## src/rtl/vsetvl_pkg.sv

```systemverilog
// rtl/vsetvl_pkg.sv - shared encodings and constants for the vsetvl unit.
// Optional build macro: VSETVL_FRACTIONAL_LMUL_EN (consumed by vsetvl_vlmax).
package vsetvl_pkg;

  typedef enum logic [1:0] {
    OP_VSETVLI  = 2'd0,
    OP_VSETIVLI = 2'd1,
    OP_VSETVL   = 2'd2,
    OP_RSVD     = 2'd3
  } op_e;

  typedef enum logic [1:0] {
    ST_IDLE    = 2'd0,
    ST_LATCH   = 2'd1,
    ST_COMPUTE = 2'd2,
    ST_COMMIT  = 2'd3
  } state_e;

  localparam int VLMUL_LSB = 0;
  localparam int VLMUL_MSB = 2;
  localparam int VSEW_LSB  = 3;
  localparam int VSEW_MSB  = 5;
  localparam int VTA_BIT   = 6;
  localparam int VMA_BIT   = 7;

  localparam int VLEN_DEFAULT = 256;

  // Width of the e8/m1 element count VLEN/8 for a given VLEN.
  function automatic int vlmax_bits_f(input int vlen);
    return $clog2(vlen / 8) + 1;
  endfunction

  localparam int VLMAX_BITS = vlmax_bits_f(VLEN_DEFAULT);

endpackage

```

## src/rtl/vsetvl_vlmax.sv

```systemverilog
// rtl/vsetvl_vlmax.sv - combinational vsew/vlmul to {VLMAX, vill} calculator.
// Optional build macro: VSETVL_FRACTIONAL_LMUL_EN enables vlmul 5/6/7.
module vsetvl_vlmax
  import vsetvl_pkg::*;
#(
  parameter int WIDTH = 32,
  parameter int VLEN  = 256,
  parameter int ELEN  = 32
) (
  input  logic [2:0]       i_vsew,
  input  logic [2:0]       i_vlmul,
  output logic [WIDTH-1:0] o_vlmax,
  output logic             o_vill
);

  localparam int BASE_W = vlmax_bits_f(VLEN);
  localparam logic [BASE_W-1:0] VLEN_E8 = BASE_W'(VLEN / 8);
  localparam logic [10:0] ELEN_W = 11'(ELEN);

  logic [BASE_W-1:0] base;
  logic [10:0]       sew_bits;
`ifdef VSETVL_FRACTIONAL_LMUL_EN
  logic [2:0]        frac_sh;
`endif

  always_comb begin
    // base = VLEN >> (3 + vsew), the m1 element count
    base     = VLEN_E8 >> i_vsew;
    sew_bits = 11'd8 << i_vsew;
    o_vill   = i_vsew[2] | (sew_bits > ELEN_W) | (i_vlmul == 3'd4);
    o_vlmax  = WIDTH'(base) << i_vlmul[1:0];
`ifdef VSETVL_FRACTIONAL_LMUL_EN
    // 8 - vlmul, i.e. log2 of the LMUL divisor for vlmul 5/6/7
    frac_sh = 3'd0 - i_vlmul;
    if (i_vlmul[2]) begin
      o_vlmax = WIDTH'(base) >> frac_sh;
      o_vill  = o_vill | (sew_bits > (ELEN_W >> frac_sh));
    end
`else
    o_vill = o_vill | i_vlmul[2];
`endif
  end

endmodule

```

## src/rtl/vsetvl_unit.sv

```systemverilog
// rtl/vsetvl_unit.sv - multi-cycle vsetvli/vsetivli/vsetvl execution stage feeding the vector CSRs.
// Optional build macro: VSETVL_FRACTIONAL_LMUL_EN (fractional LMUL support).
module vsetvl_unit
  import vsetvl_pkg::*;
#(
  parameter int WIDTH = 32,
  parameter int VLEN  = 256,
  parameter int ELEN  = 32
) (
  input  logic             i_clk,
  input  logic             i_rst_n,
  input  logic             i_valid,
  output logic             o_ready,
  input  logic [1:0]       i_op,
  input  logic [7:0]       i_vtype_imm,
  input  logic [WIDTH-1:0] i_rs2,
  input  logic [WIDTH-1:0] i_rs1,
  input  logic [4:0]       i_uimm,
  input  logic             i_rs1_is_x0,
  input  logic             i_rd_is_x0,
  input  logic [WIDTH-1:0] i_cur_vl,
  output logic             o_update_vl,
  output logic [WIDTH-1:0] o_vl,
  output logic [7:0]       o_vtype,
  output logic             o_vill,
  output logic             o_done,
  output logic [WIDTH-1:0] o_rd_data
);

  state_e           state_q, state_d;
  op_e              op_q, op_d;
  logic [7:0]       vtype_imm_q, vtype_imm_d;
  logic [7:0]       rs2_lo_q, rs2_lo_d;
  logic             rs2_hi_nz_q, rs2_hi_nz_d;
  logic [WIDTH-1:0] rs1_q, rs1_d;
  logic [4:0]       uimm_q, uimm_d;
  logic             rs1_x0_q, rs1_x0_d;
  logic             rd_x0_q, rd_x0_d;
  logic [WIDTH-1:0] cur_vl_q, cur_vl_d;
  logic [7:0]       vtype_q, vtype_d;
  logic             bad_hi_q, bad_hi_d;
  logic [WIDTH-1:0] avl_q, avl_d;
  logic             ready_q, ready_d;
  logic             done_q, done_d;
  logic [WIDTH-1:0] vl_q, vl_d;
  logic [7:0]       vtype_out_q, vtype_out_d;
  logic             vill_out_q, vill_out_d;

  logic [WIDTH-1:0] vlmax;
  logic             vlmax_vill;
  logic             vill_all;
  logic [7:0]       vtype_src;

  vsetvl_vlmax #(
    .WIDTH (WIDTH),
    .VLEN  (VLEN),
    .ELEN  (ELEN)
  ) u_vlmax (
    .i_vsew  (vtype_q[VSEW_MSB:VSEW_LSB]),
    .i_vlmul (vtype_q[VLMUL_MSB:VLMUL_LSB]),
    .o_vlmax (vlmax),
    .o_vill  (vlmax_vill)
  );

  always_comb begin
    state_d     = state_q;
    op_d        = op_q;
    vtype_imm_d = vtype_imm_q;
    rs2_lo_d    = rs2_lo_q;
    rs2_hi_nz_d = rs2_hi_nz_q;
    rs1_d       = rs1_q;
    uimm_d      = uimm_q;
    rs1_x0_d    = rs1_x0_q;
    rd_x0_d     = rd_x0_q;
    cur_vl_d    = cur_vl_q;
    vtype_d     = vtype_q;
    bad_hi_d    = bad_hi_q;
    avl_d       = avl_q;
    done_d      = 1'b0;
    vl_d        = vl_q;
    vtype_out_d = vtype_out_q;
    vill_out_d  = vill_out_q;
    // op 2 and reserved op 3 both take vtype from rs2
    vtype_src   = op_q[1] ? rs2_lo_q : vtype_imm_q;
    vill_all    = vlmax_vill | bad_hi_q;

    unique case (state_q)
      ST_IDLE: begin
        if (i_valid) begin
          op_d        = op_e'(i_op);
          vtype_imm_d = i_vtype_imm;
          rs2_lo_d    = i_rs2[7:0];
          rs2_hi_nz_d = |i_rs2[WIDTH-1:8];
          rs1_d       = i_rs1;
          uimm_d      = i_uimm;
          rs1_x0_d    = i_rs1_is_x0;
          rd_x0_d     = i_rd_is_x0;
          cur_vl_d    = i_cur_vl;
          state_d     = ST_LATCH;
        end
      end
      ST_LATCH: begin
        vtype_d  = {vtype_src[VMA_BIT], vtype_src[VTA_BIT],
                    vtype_src[VSEW_MSB:VSEW_LSB], vtype_src[VLMUL_MSB:VLMUL_LSB]};
        bad_hi_d = op_q[1] & rs2_hi_nz_q;
        if (op_q == OP_VSETIVLI) begin
          avl_d = {{(WIDTH-5){1'b0}}, uimm_q};
        end else if (!rs1_x0_q) begin
          avl_d = rs1_q;
        end else if (!rd_x0_q) begin
          avl_d = '1;
        end else begin
          avl_d = cur_vl_q;
        end
        state_d = ST_COMPUTE;
      end
      ST_COMPUTE: begin
        // min() also covers keep-vl mode clamping to VLMAX
        if (vill_all) begin
          vl_d        = '0;
          vtype_out_d = 8'h00;
        end else begin
          vl_d        = (avl_q < vlmax) ? avl_q : vlmax;
          vtype_out_d = vtype_q;
        end
        vill_out_d = vill_all;
        done_d     = 1'b1;
        state_d    = ST_COMMIT;
      end
      ST_COMMIT: begin
        state_d = ST_IDLE;
      end
      default: begin
        state_d = ST_IDLE;
      end
    endcase

    ready_d = (state_d == ST_IDLE);
  end

  always_ff @(posedge i_clk or negedge i_rst_n) begin
    if (!i_rst_n) begin
      state_q     <= ST_IDLE;
      op_q        <= OP_VSETVLI;
      vtype_imm_q <= 8'h00;
      rs2_lo_q    <= 8'h00;
      rs2_hi_nz_q <= 1'b0;
      rs1_q       <= '0;
      uimm_q      <= 5'd0;
      rs1_x0_q    <= 1'b0;
      rd_x0_q     <= 1'b0;
      cur_vl_q    <= '0;
      vtype_q     <= 8'h00;
      bad_hi_q    <= 1'b0;
      avl_q       <= '0;
      ready_q     <= 1'b1;
      done_q      <= 1'b0;
      vl_q        <= '0;
      vtype_out_q <= 8'h00;
      vill_out_q  <= 1'b1;
    end else begin
      state_q     <= state_d;
      op_q        <= op_d;
      vtype_imm_q <= vtype_imm_d;
      rs2_lo_q    <= rs2_lo_d;
      rs2_hi_nz_q <= rs2_hi_nz_d;
      rs1_q       <= rs1_d;
      uimm_q      <= uimm_d;
      rs1_x0_q    <= rs1_x0_d;
      rd_x0_q     <= rd_x0_d;
      cur_vl_q    <= cur_vl_d;
      vtype_q     <= vtype_d;
      bad_hi_q    <= bad_hi_d;
      avl_q       <= avl_d;
      ready_q     <= ready_d;
      done_q      <= done_d;
      vl_q        <= vl_d;
      vtype_out_q <= vtype_out_d;
      vill_out_q  <= vill_out_d;
    end
  end

  assign o_ready     = ready_q;
  assign o_done      = done_q;
  assign o_update_vl = done_q;
  assign o_vl        = vl_q;
  assign o_rd_data   = vl_q;
  assign o_vtype     = vtype_out_q;
  assign o_vill      = vill_out_q;

endmodule

```

## config.mk

```make
export PLATFORM = sky130hd
export DESIGN_NAME = vsetvl_unit
export DESIGN_NICKNAME = d
export VERILOG_FILES = /design/src/rtl/vsetvl_pkg.sv /design/src/rtl/vsetvl_vlmax.sv /design/src/rtl/vsetvl_unit.sv
export SDC_FILE = /design/constraint.sdc
export NUM_CORES = 1
export LEC_CHECK = 0
export BUFFER_PORTS_ARGS = -buffer_cell sky130_fd_sc_hd__clkbuf_2
export CAP_MARGIN = 25
export CORE_UTILIZATION = 48
export DETAILED_ROUTE_END_ITERATION = 10
export PLACE_DENSITY = 0.74
export SETUP_SLACK_MARGIN = 0.2
export SYNTH_ARGS = -nofsm -noshare
export SYNTH_HDL_FRONTEND = slang
export SYNTH_SLANG_ARGS = --single-unit
```

## constraint.sdc

```tcl
create_clock -name i_clk -period 3 [get_ports i_clk]
set_clock_uncertainty 0.2 [all_clocks]
set_input_delay 0.6 -clock i_clk [delete_from_list [all_inputs] [get_ports i_clk]]
set_output_delay 0.6 -clock i_clk [all_outputs]
set_load 0.01 [all_outputs]
```

Word-level counts from Yosys, hierarchy flattened
Index checks and enable logic that the tools add are counted.
{ "totals": {"reg_bits": 176, "inputBits": 116, "out_inout_bits": 76, "elab_cells": 47} }
{ "classes": {"magnitude_cmp": 2, "eq_ne": 5, "shift": 3, "muxes": 10, "n_bitwise": 5, "n_reduce_logical": 4} }
{ "op_table": {"columns": ["cell", "n"], "rows": [
  ["$mux 32", 5],
  ["$lt 32x32->1", 1],
  ["$shl 6x2->32", 1],
  ["$reduce_or 24->1", 1],
  ["$mux 8", 2],
  ["$gt 11x6->1 const B", 1],
  ["$shl 4x3->11 const A", 1],
  ["$pmux 2 s4", 1],
  ["$shr 6x3->6 const A", 1],
  ["$eq 2x1->1 const B", 2],
  ["$eq 2x2->1 const B", 2],
  ["$logic_not 2->1", 2],
  ["$or 1x1->1", 4],
  ["$eq 3x3->1 const B", 1],
  ["$mux 2", 1],
  ["$reduce_and 2->1", 1],
  ["$and 1x1->1", 1],
  ["$mux 1", 1]
]} }

Logic depth before layout (Yosys ltp)
Gate-level depths: netlist of the first run.
{ "depth": {"word_depth": 7, "depth_mapped": 11, "depth_no_buf": 10} }

Cells and area by module
Synthesis of the first run repeated with hierarchy kept, for this count alone.
{ "hier_totals": {"hier_cells": 817, "area_unflattened_um2": 8947.3} }
{ "by_module_without_submodules": {"columns": ["mod", "n_inst", "cells_each", "area_per_inst_um2", "seq_area_each_um2"], "rows": [
  ["vsetvl_unit", 1, 766, 8577.0, 4406.7],
  ["vsetvl_vlmax", 1, 51, 370.4, 0.0]
]} }

Worst setup path after synthesis of the first run
No wires, ideal clock.
{ "synth_path": {"kind": "reg2reg", "start": "register vtype_q[0]", "end": "register vl_q[3] (netlist: o_rd_data[3])", "setup_ns": 0.134, "arrival_ns": 2.490, "t_required_ns": 2.666, "slack_ns": 0.176, "stages_incl_launch_ff": 12, "path_buffers": 1, "synth_period_minus_slack_ns": 2.824, "cell_sequence": "dfrtp_1 > clkbuf_1 > nor3b_1 > a21oi_1 > o21ai_0 > nand2b_1 > ha_1 > and3_1 > a221o_1 > a211oi_2 > o21ai_4 > mux2i_1"} }
{ "synth_via": {"elab_chain_len": 5, "elab_cells_between_ends": 8, "cone_classes": "1 x order compare; 1 x eq/ne; 1 x shift; 2 x mux; 3 x bitwise"} }
{ "synth_rtl": {"columns": ["element", "line_no", "source"], "rows": [
  ["start, declared", "vsetvl_unit.sv:40", "logic [7:0] vtype_q, vtype_d;"],
  ["start signal, assigned", "vsetvl_unit.sv:172", "vtype_q <= vtype_d;"],
  ["branches (longest 4 deep; another with $lt 32x32->1)", null, null],
  ["$mux 32 (*)", "vsetvl_unit.sv:119", "if (vill_all) begin"],
  ["end signal, assigned", "vsetvl_unit.sv:177", "vl_q <= vl_d;"],
  ["end, declared", "vsetvl_unit.sv:45", "logic [WIDTH-1:0] vl_q, vl_d;"]
]} }
Every way passes the cells marked *.
A chain may end at the register's enable or synchronous reset.

Final worst setup path of the first run
{ "layout_path": {"start": "register vtype_q[1]", "end": "register vl_q[4] (netlist: o_rd_data[4])"} }
The elaborated chain is that of the path after synthesis.

==> impl_metrics.env, run 1 <==
export IMPL_outcome="completed"
export IMPL_seq_area_sq_um=4410
export IMPL_synth_edf_count=0
export IMPL_drt_wirelength_per_cell_um=15.9
export IMPL_cts_root_buf="clkbuf_16"
export IMPL_syn_area_per_cell_sq_um=12.2
export IMPL_clk_latency_ns=0.43
export IMPL_fmax_ghz=0.352
export IMPL_final_util_pct=61.9
export IMPL_cts_tree="yes"
export IMPL_whs_ns=0.193
export IMPL_cp_required_ns=3.10
export IMPL_grt_pass1_vias=5426
export IMPL_endpoint_kind="flop"
export IMPL_tightest_slew_ns=0.654
export IMPL_antenna_found_initial=0
export IMPL_grt_pass1_wl_um=26700
export IMPL_drv_slew=0
export IMPL_cts_sinks=176
export IMPL_multi_input_area_sq_um=2930
export IMPL_firstDrtPassIters=4
export IMPL_ys_seq_area_share_pct=57.5
export IMPL_synth_cell_types=37
export IMPL_grt_usage_pct=21.2
export IMPL_die_area_sq_um=16500
export IMPL_grt_max_degree=70
export IMPL_slew_headroom_pct=56.4
export IMPL_io_buffers=191
export IMPL_syn_area_sq_um=7670
export IMPL_drv_cap=0
export IMPL_path_max_fanout=7
export IMPL_worst_r2r_setup_slack_ns=0.16
export IMPL_ys_seq_elements=176
export IMPL_rsz0062_at_grt="yes"
export IMPL_peakVddDrop_v=0.000592
export IMPL_wirelength_um=16200
export IMPL_final_hold_violation_count=0
export IMPL_drt_initial_drc_count=264
export IMPL_hold_end="cur_vl_q[4]$_DFFE_PN0P_"
export IMPL_drc_errors=0
export IMPL_dieWidth_um=128
export IMPL_finalSetupTns_ns=0
export IMPL_setup_viol=0
export IMPL_syn_num_nets=753
export IMPL_grt_overflow=0
export IMPL_period_share_pct=94.6
export IMPL_cp_arrival_ns=2.94
export IMPL_r2r_end="o_rd_data[4]$_DFFE_PN0P_"
export IMPL_vias=5236
export IMPL_ant_nets=0
export IMPL_start_util_pct=49.9
export IMPL_mostFrequentLayoutCells="190 x clkbuf_2, 171 x dfrtp_1, 117 x mux2_2, 55 x nor2_1, 34 x nor2b_1"
export IMPL_yosys_warnings=0
export IMPL_layout_commonest_cell="clkbuf_2"
export IMPL_cts_made_buffers=17
export IMPL_cp_start_kind="flop"
export IMPL_worstRegToRegCells=10
export IMPL_core_area_sq_um=15400
export IMPL_nFillCells=1204
export IMPL_regToRegStartpoint="vtype_q[1]$_DFFE_PN0N_"
export IMPL_dp_hpwl_um=11400
export IMPL_clockBufferDepth=2
export IMPL_antennaDiodeCount=0
export IMPL_clk_pin_slew_ns=0.07
export IMPL_period_minus_slack_ns=2.84
export IMPL_path_class="flop to flop"
export IMPL_place_gp_congestion=0.901
export IMPL_die_h_um=128
export IMPL_whs_path_depth=2
export IMPL_hold_start="i_cur_vl[4]"
export IMPL_syn_inst=626
export IMPL_rows=45
export IMPL_htree_num_levels=4
export IMPL_power_density_nw_per_um2=1050
export IMPL_p_leak_nw=4.56
export IMPL_synth_async_reset_ratio_pct=100
export IMPL_viasPerCell=5.14
export IMPL_synth_main_ff_cell="dfrtp_1"
export IMPL_drive_gt1_share_pct=48.5
export IMPL_io_pins=192
export IMPL_hp_class="primary input to flop"
export IMPL_layout_nets=922
export IMPL_syn_to_final_growth_pct=24.0
==> worst max-delay path: stages, from the launching register on <==
cell and delay [ns]:
dfrtp_2 0.45, buf_6 0.16, xor2_2 0.14, nor3_2 0.22
inv_1 0.08, ha_1 0.28, and3_4 0.15, a221o_1 0.34
a211oi_4 0.37, o21ai_4 0.16, mux2i_1 0.14
==> metal layers <==
metal / track usage [%] / up-vias / share of wire [%]
met5: 0 / - / 0
met4: 8.51 / 0 / 2.0
met3: 5.61 / 27 / 5.6
met2: 35.1 / 186 / 49
met1: 26.5 / 2529 / 43
li1: - / 2494 / -
==> metrics by stage <==
stage / std cells / area, sq um / power, mW / setup WS [ns]
after global placement: 972 / 8650 / 7.13 / 0.235
after detailed placement: 973 / 8670 / 7.41 / 0.128
after floorplan: 626 / 7670 / 6.40 / 0.236
final: 1019 / 9510 / 9.99 / 0.163
after CTS: 1015 / 9400 / 9.87 / 0.200
after global routing: 1019 / 9510 / 10.7 / 0.0976
==> sequential cells by signal, summed over array words and instances (netlist names), 2 cells and up <==
name	cells
uimm_q	5
cur_vl_q	32
vtype_imm_q	8
o_rd_data	32
vtype_q	8
state_q	2
rs2_lo_q	8
rs1_q	32
o_vtype	8
avl_q	32
op_q	2
==> worst max-delay path by stage <==
stage / cells past startpoint / to / from
after floorplan: 11 / o_rd_data[3]$_DFFE_PN0P_ / vtype_q[1]$_DFFE_PN0N_
after global placement: 10 / o_rd_data[3]$_DFFE_PN0P_ / vtype_q[0]$_DFFE_PN0N_
after detailed placement: 10 / o_rd_data[6]$_DFFE_PN0P_ / vtype_q[0]$_DFFE_PN0N_
after CTS: 10 / o_rd_data[6]$_DFFE_PN0P_ / vtype_q[3]$_DFFE_PN0N_
after global routing: 10 / o_rd_data[6]$_DFFE_PN0P_ / vtype_q[1]$_DFFE_PN0N_
final: 10 / o_rd_data[4]$_DFFE_PN0P_ / vtype_q[1]$_DFFE_PN0N_
==> where the power goes <==
part / switching, mW / leakage, nW / internal, mW
clock: 0.932 / 0.312 / 1.37
combinational: 1.77 / 2.09 / 1.90
sequential: 0.642 / 2.15 / 3.38
total: 3.34 / 4.56 / 6.65
==> synth_stat cells (2+ instances only) <==
master	count	share of area, %
dfrtp_1	174	57
mux2_2	117	17
nor2_1	55	2.7
nor2b_1	35	2.9
o22ai_1	34	2.8
buf_4	33	3.2
clkbuf_1	32	1.6
a21oi_1	31	2.0
nand2_1	16	0.78
inv_1	14	0.69
mux2i_1	14	1.8
nor4_1	13	1.1
ha_1	11	1.8
o21ai_0	10	0.65
buf_1	4	0.20
a31oi_1	3	0.24
nand3_1	3	0.20
nand4_1	3	0.24
a211oi_2	2	0.33
dfstp_2	2	0.69
nand2b_1	2	0.16
nand3b_1	2	0.20
xor2_1	2	0.23
==> repair_timing <==
action,in CTS,in global routing
pin swaps,2,6
endpoints found under the setup margin,9,9
endpoints found under the hold margin,63,0
cloned,1,0
buffers inserted,8,4
gates resized for setup,6,15
hold buffers,1,0
==> layout make-up <==
type | instances | share of cell area [%]
clock buffer | 19 | 4.76
clock inverter | 13 | 1.80
inverter | 14 | 0.553
multi-input combinational | 367 | 30.9
sequential | 176 | 46.4
tap | 211 | 2.78
timing repair buffer | 219 | 12.9
==> cells by family after synthesis <==
| group | synth area share (%) |
|---|---|
| AO/OA/AOI/OAI | 6.90 |
| XOR/XNOR | 0.343 |
| adder cells (fa/ha/maj) | 1.80 |
| buffers and inverters | 5.75 |
| flip-flops | 57.5 |
| multiplexers | 19.0 |
| AND/OR/NAND/NOR | 8.72 |
No activity file was read; power rests on OpenSTA's default activity.
==> run 2, diff against run 1 <==
--- a/config.mk
+++ b/config.mk
@@ -7,9 +7,9 @@
 export LEC_CHECK = 0
 export BUFFER_PORTS_ARGS = -buffer_cell sky130_fd_sc_hd__clkbuf_2
 export CAP_MARGIN = 25
-export CORE_UTILIZATION = 48
+export CORE_UTILIZATION = 53
 export DETAILED_ROUTE_END_ITERATION = 10
-export PLACE_DENSITY = 0.74
+export PLACE_DENSITY = 0.78
 export SETUP_SLACK_MARGIN = 0.2
 export SYNTH_ARGS = -nofsm -noshare
 export SYNTH_HDL_FRONTEND = slang
==> constraint.sdc (replaced) <==
create_clock -name i_clk -period 2.9 [get_ports i_clk]
set_clock_uncertainty 0.2 [all_clocks]
set_input_delay 0.58 -clock i_clk [delete_from_list [all_inputs] [get_ports i_clk]]
set_output_delay 0.58 -clock i_clk [all_outputs]
set_load 0.01 [all_outputs]
==> run 2 against run 1 <==
Compared with the run above: critical path depth unchanged; clock power decreased by 3%; core utilization increased by 5.1 points; cell count decreased by 3.2%; sequential power increased by 3%; flip-flop and latch count unchanged; worst setup slack got worse by 0.0064 ns; non-clock buffer count decreased by 2; worst hold slack got worse by 0.014 ns; critical path type unchanged; highest routed layer unchanged.
==> impl_metrics.env, run 2 (synthesized netlist as in run 1, its figures left out) <==
export IMPL_dp_cells=945
export IMPL_p_sw_share_pct=33.8
export IMPL_whs_ns=0.179
export IMPL_hp_class="primary input to flop"
export IMPL_grt_pass1_wl_um=26700
export IMPL_whs_path_depth=2
export IMPL_setup_viol=0
export IMPL_wirelength_um=16400
export IMPL_startpoint="vtype_q[3]$_DFFE_PN0N_"
export IMPL_design_area_sq_um=9370
export IMPL_power_density_nw_per_um2=1080
export IMPL_dpl_cell_area_sq_um=8650
export IMPL_antenna_found_initial=0
export IMPL_cts_tree="yes"
export IMPL_drv_cap=0
export IMPL_regToRegStartpoint="vtype_q[3]$_DFFE_PN0N_"
export IMPL_die_h_um=122
export IMPL_mostFrequentLayoutCells="190 x clkbuf_2, 170 x dfrtp_1, 117 x mux2_2, 55 x nor2_1, 34 x o22ai_1"
export IMPL_clockBufferDepth=2
export IMPL_p_comb_share_pct=36.7
export IMPL_place_ws_ns=0.0381
export IMPL_r2r_end="o_rd_data[3]$_DFFE_PN0P_"
export IMPL_rows=43
export IMPL_firstDrtPassIters=4
export IMPL_peakVddDrop_v=0.000720
export IMPL_hold_end="cur_vl_q[29]$_DFFE_PN0P_"
export IMPL_path_class="flop to flop"
export IMPL_viasPerCell=5.39
export IMPL_cts_made_buffers=17
export IMPL_grt_max_degree=58
export IMPL_worstRegToRegCells=10
export IMPL_period_share_pct=94.6
export IMPL_grt_usage_pct=23.4
export IMPL_clk_latency_ns=0.43
export IMPL_dieWidth_um=122
export IMPL_instances_no_fill=986
export IMPL_io_buffers=191
export IMPL_cp_start_kind="flop"
export IMPL_slew_headroom_pct=54.1
export IMPL_dp_hpwl_um=11400
export IMPL_drc_errors=0
export IMPL_crit_chain="nor2b_1 > a21oi_2 > o21ai_2 > nand2b_1 > ha_1 > a21o_2 > a221o_1 > a211oi_4 > o21ai_4 > mux2i_1"
export IMPL_tightest_slew_ns=0.688
export IMPL_grt_pass1_vias=5412
export IMPL_start_util_pct=54.8
export IMPL_rsz0062_at_grt="yes"
export IMPL_vias=5313
export IMPL_die_area_sq_um=14900
export IMPL_period_minus_slack_ns=2.74
export IMPL_grtUsageMet2_pct=37.3
export IMPL_critical_path_depth=10
export IMPL_layout_nets=920
export IMPL_cts_sinks=176
export IMPL_clk_pin_slew_ns=0.07
export IMPL_ant_nets=0
export IMPL_antennaDiodeCount=0
export IMPL_netSwitchingPower_mw=3.42
export IMPL_drt_initial_drc_count=210
export IMPL_worst_r2r_setup_slack_ns=0.16
export IMPL_cts_root_buf="clkbuf_16"
export IMPL_outcome="completed"
export IMPL_grt_overflow=0
export IMPL_drt_wirelength_per_cell_um=16.6
export IMPL_worst_path_largest_cell_delay_ns=0.43
export IMPL_crit_family="compound AO/OA/AOI/OAI gates"
export IMPL_place_gp_congestion=0.813
export IMPL_power_mw=10.1
export IMPL_p_leak_nw=4.50
export IMPL_critPathBufInv=0
export IMPL_use_met1_pct=31.5
export IMPL_syn_to_final_growth_pct=22.3
export IMPL_final_hold_violation_count=0
export IMPL_path_max_fanout=7
export IMPL_gr_usage_met3_pct=4.51
export IMPL_io_pins=192
export IMPL_p_int_mw=6.68
export IMPL_fmax_ghz=0.365
export IMPL_finalSetupTns_ns=0
export IMPL_grt_busiest_layer="met2"
export IMPL_endpoint_kind="flop"
export IMPL_drv_slew=0
export IMPL_pwr_share_clk_pct=22.1
export IMPL_hold_start="i_cur_vl[29]"
export IMPL_htree_num_levels=4
export IMPL_drive_gt1_share_pct=48.0
export IMPL_slowest_stage="dfrtp_2"
export IMPL_core_area_sq_um=14000
export IMPL_cp_arrival_ns=2.84
export IMPL_layout_commonest_cell="clkbuf_2"
export IMPL_cp_required_ns=3.00
export IMPL_final_util_pct=67.0
export IMPL_setup_ws_ns=0.157
export IMPL_seqPwrFrac_pct=41.1
[run 2: changes by cell type in the layout (fill, tap and decap cells not counted), sizes merged]
cell / change
buf: -2
bufinv: -1
clkinv: -1
clkinvlp: +5
inv: -3
[run 2: metal layers]
layer	part of all wire, %	vias to the layer above
li1	-	2489
met1	46	2630
met2	48	165
met3	4.5	29
met4	1.8	0
met5	0	-
[run 2: area by class of cell]
class / instances / area, sq um
Inverter: 14 / 52.6
Clock inverter: 13 / 139
Sequential cell: 176 / 4410
Clock buffer: 19 / 443
Multi-Input combinational cell: 367 / 2890
Tap cell: 180 / 225
Timing Repair Buffer: 217 / 1210
Fill cell: 1079 / 4620
[run 2: worst max-delay path by stage]
stage | end | slack [ns]
after global routing | o_rd_data[7]$_DFFE_PN0P_ | 0.06
after global placement | o_rd_data[3]$_DFFE_PN0P_ | 0.13
after detailed placement | o_rd_data[3]$_DFFE_PN0P_ | 0.04
after CTS | o_rd_data[4]$_DFFE_PN0P_ | 0.16
after floorplan | o_rd_data[3]$_DFFE_PN0P_ | 0.22
final | o_rd_data[3]$_DFFE_PN0P_ | 0.16
[run 2: what timing repair did]
| item | CTS | global route |
|---|---|---|
| resized for setup | 14 | 1 |
| hold endpoints to repair | 53 | 0 |
| cloned | 1 | 0 |
| hold buffers | 1 | 0 |
| setup buffers | 4 | 3 |
| pin swaps | 4 | 2 |
| setup endpoints to repair | 9 | 9 |
[run 2: power groups by stage]
stage	Sequential (mW)	Clock, mW	Combinational [mW]
floorplan	3.94	0	2.69
CTS	4.15	2.28	3.67
detailed placement	4.17	0	3.51
global route	4.28	2.38	4.08
finish	4.15	2.24	3.71
global placement	4.11	0	3.36
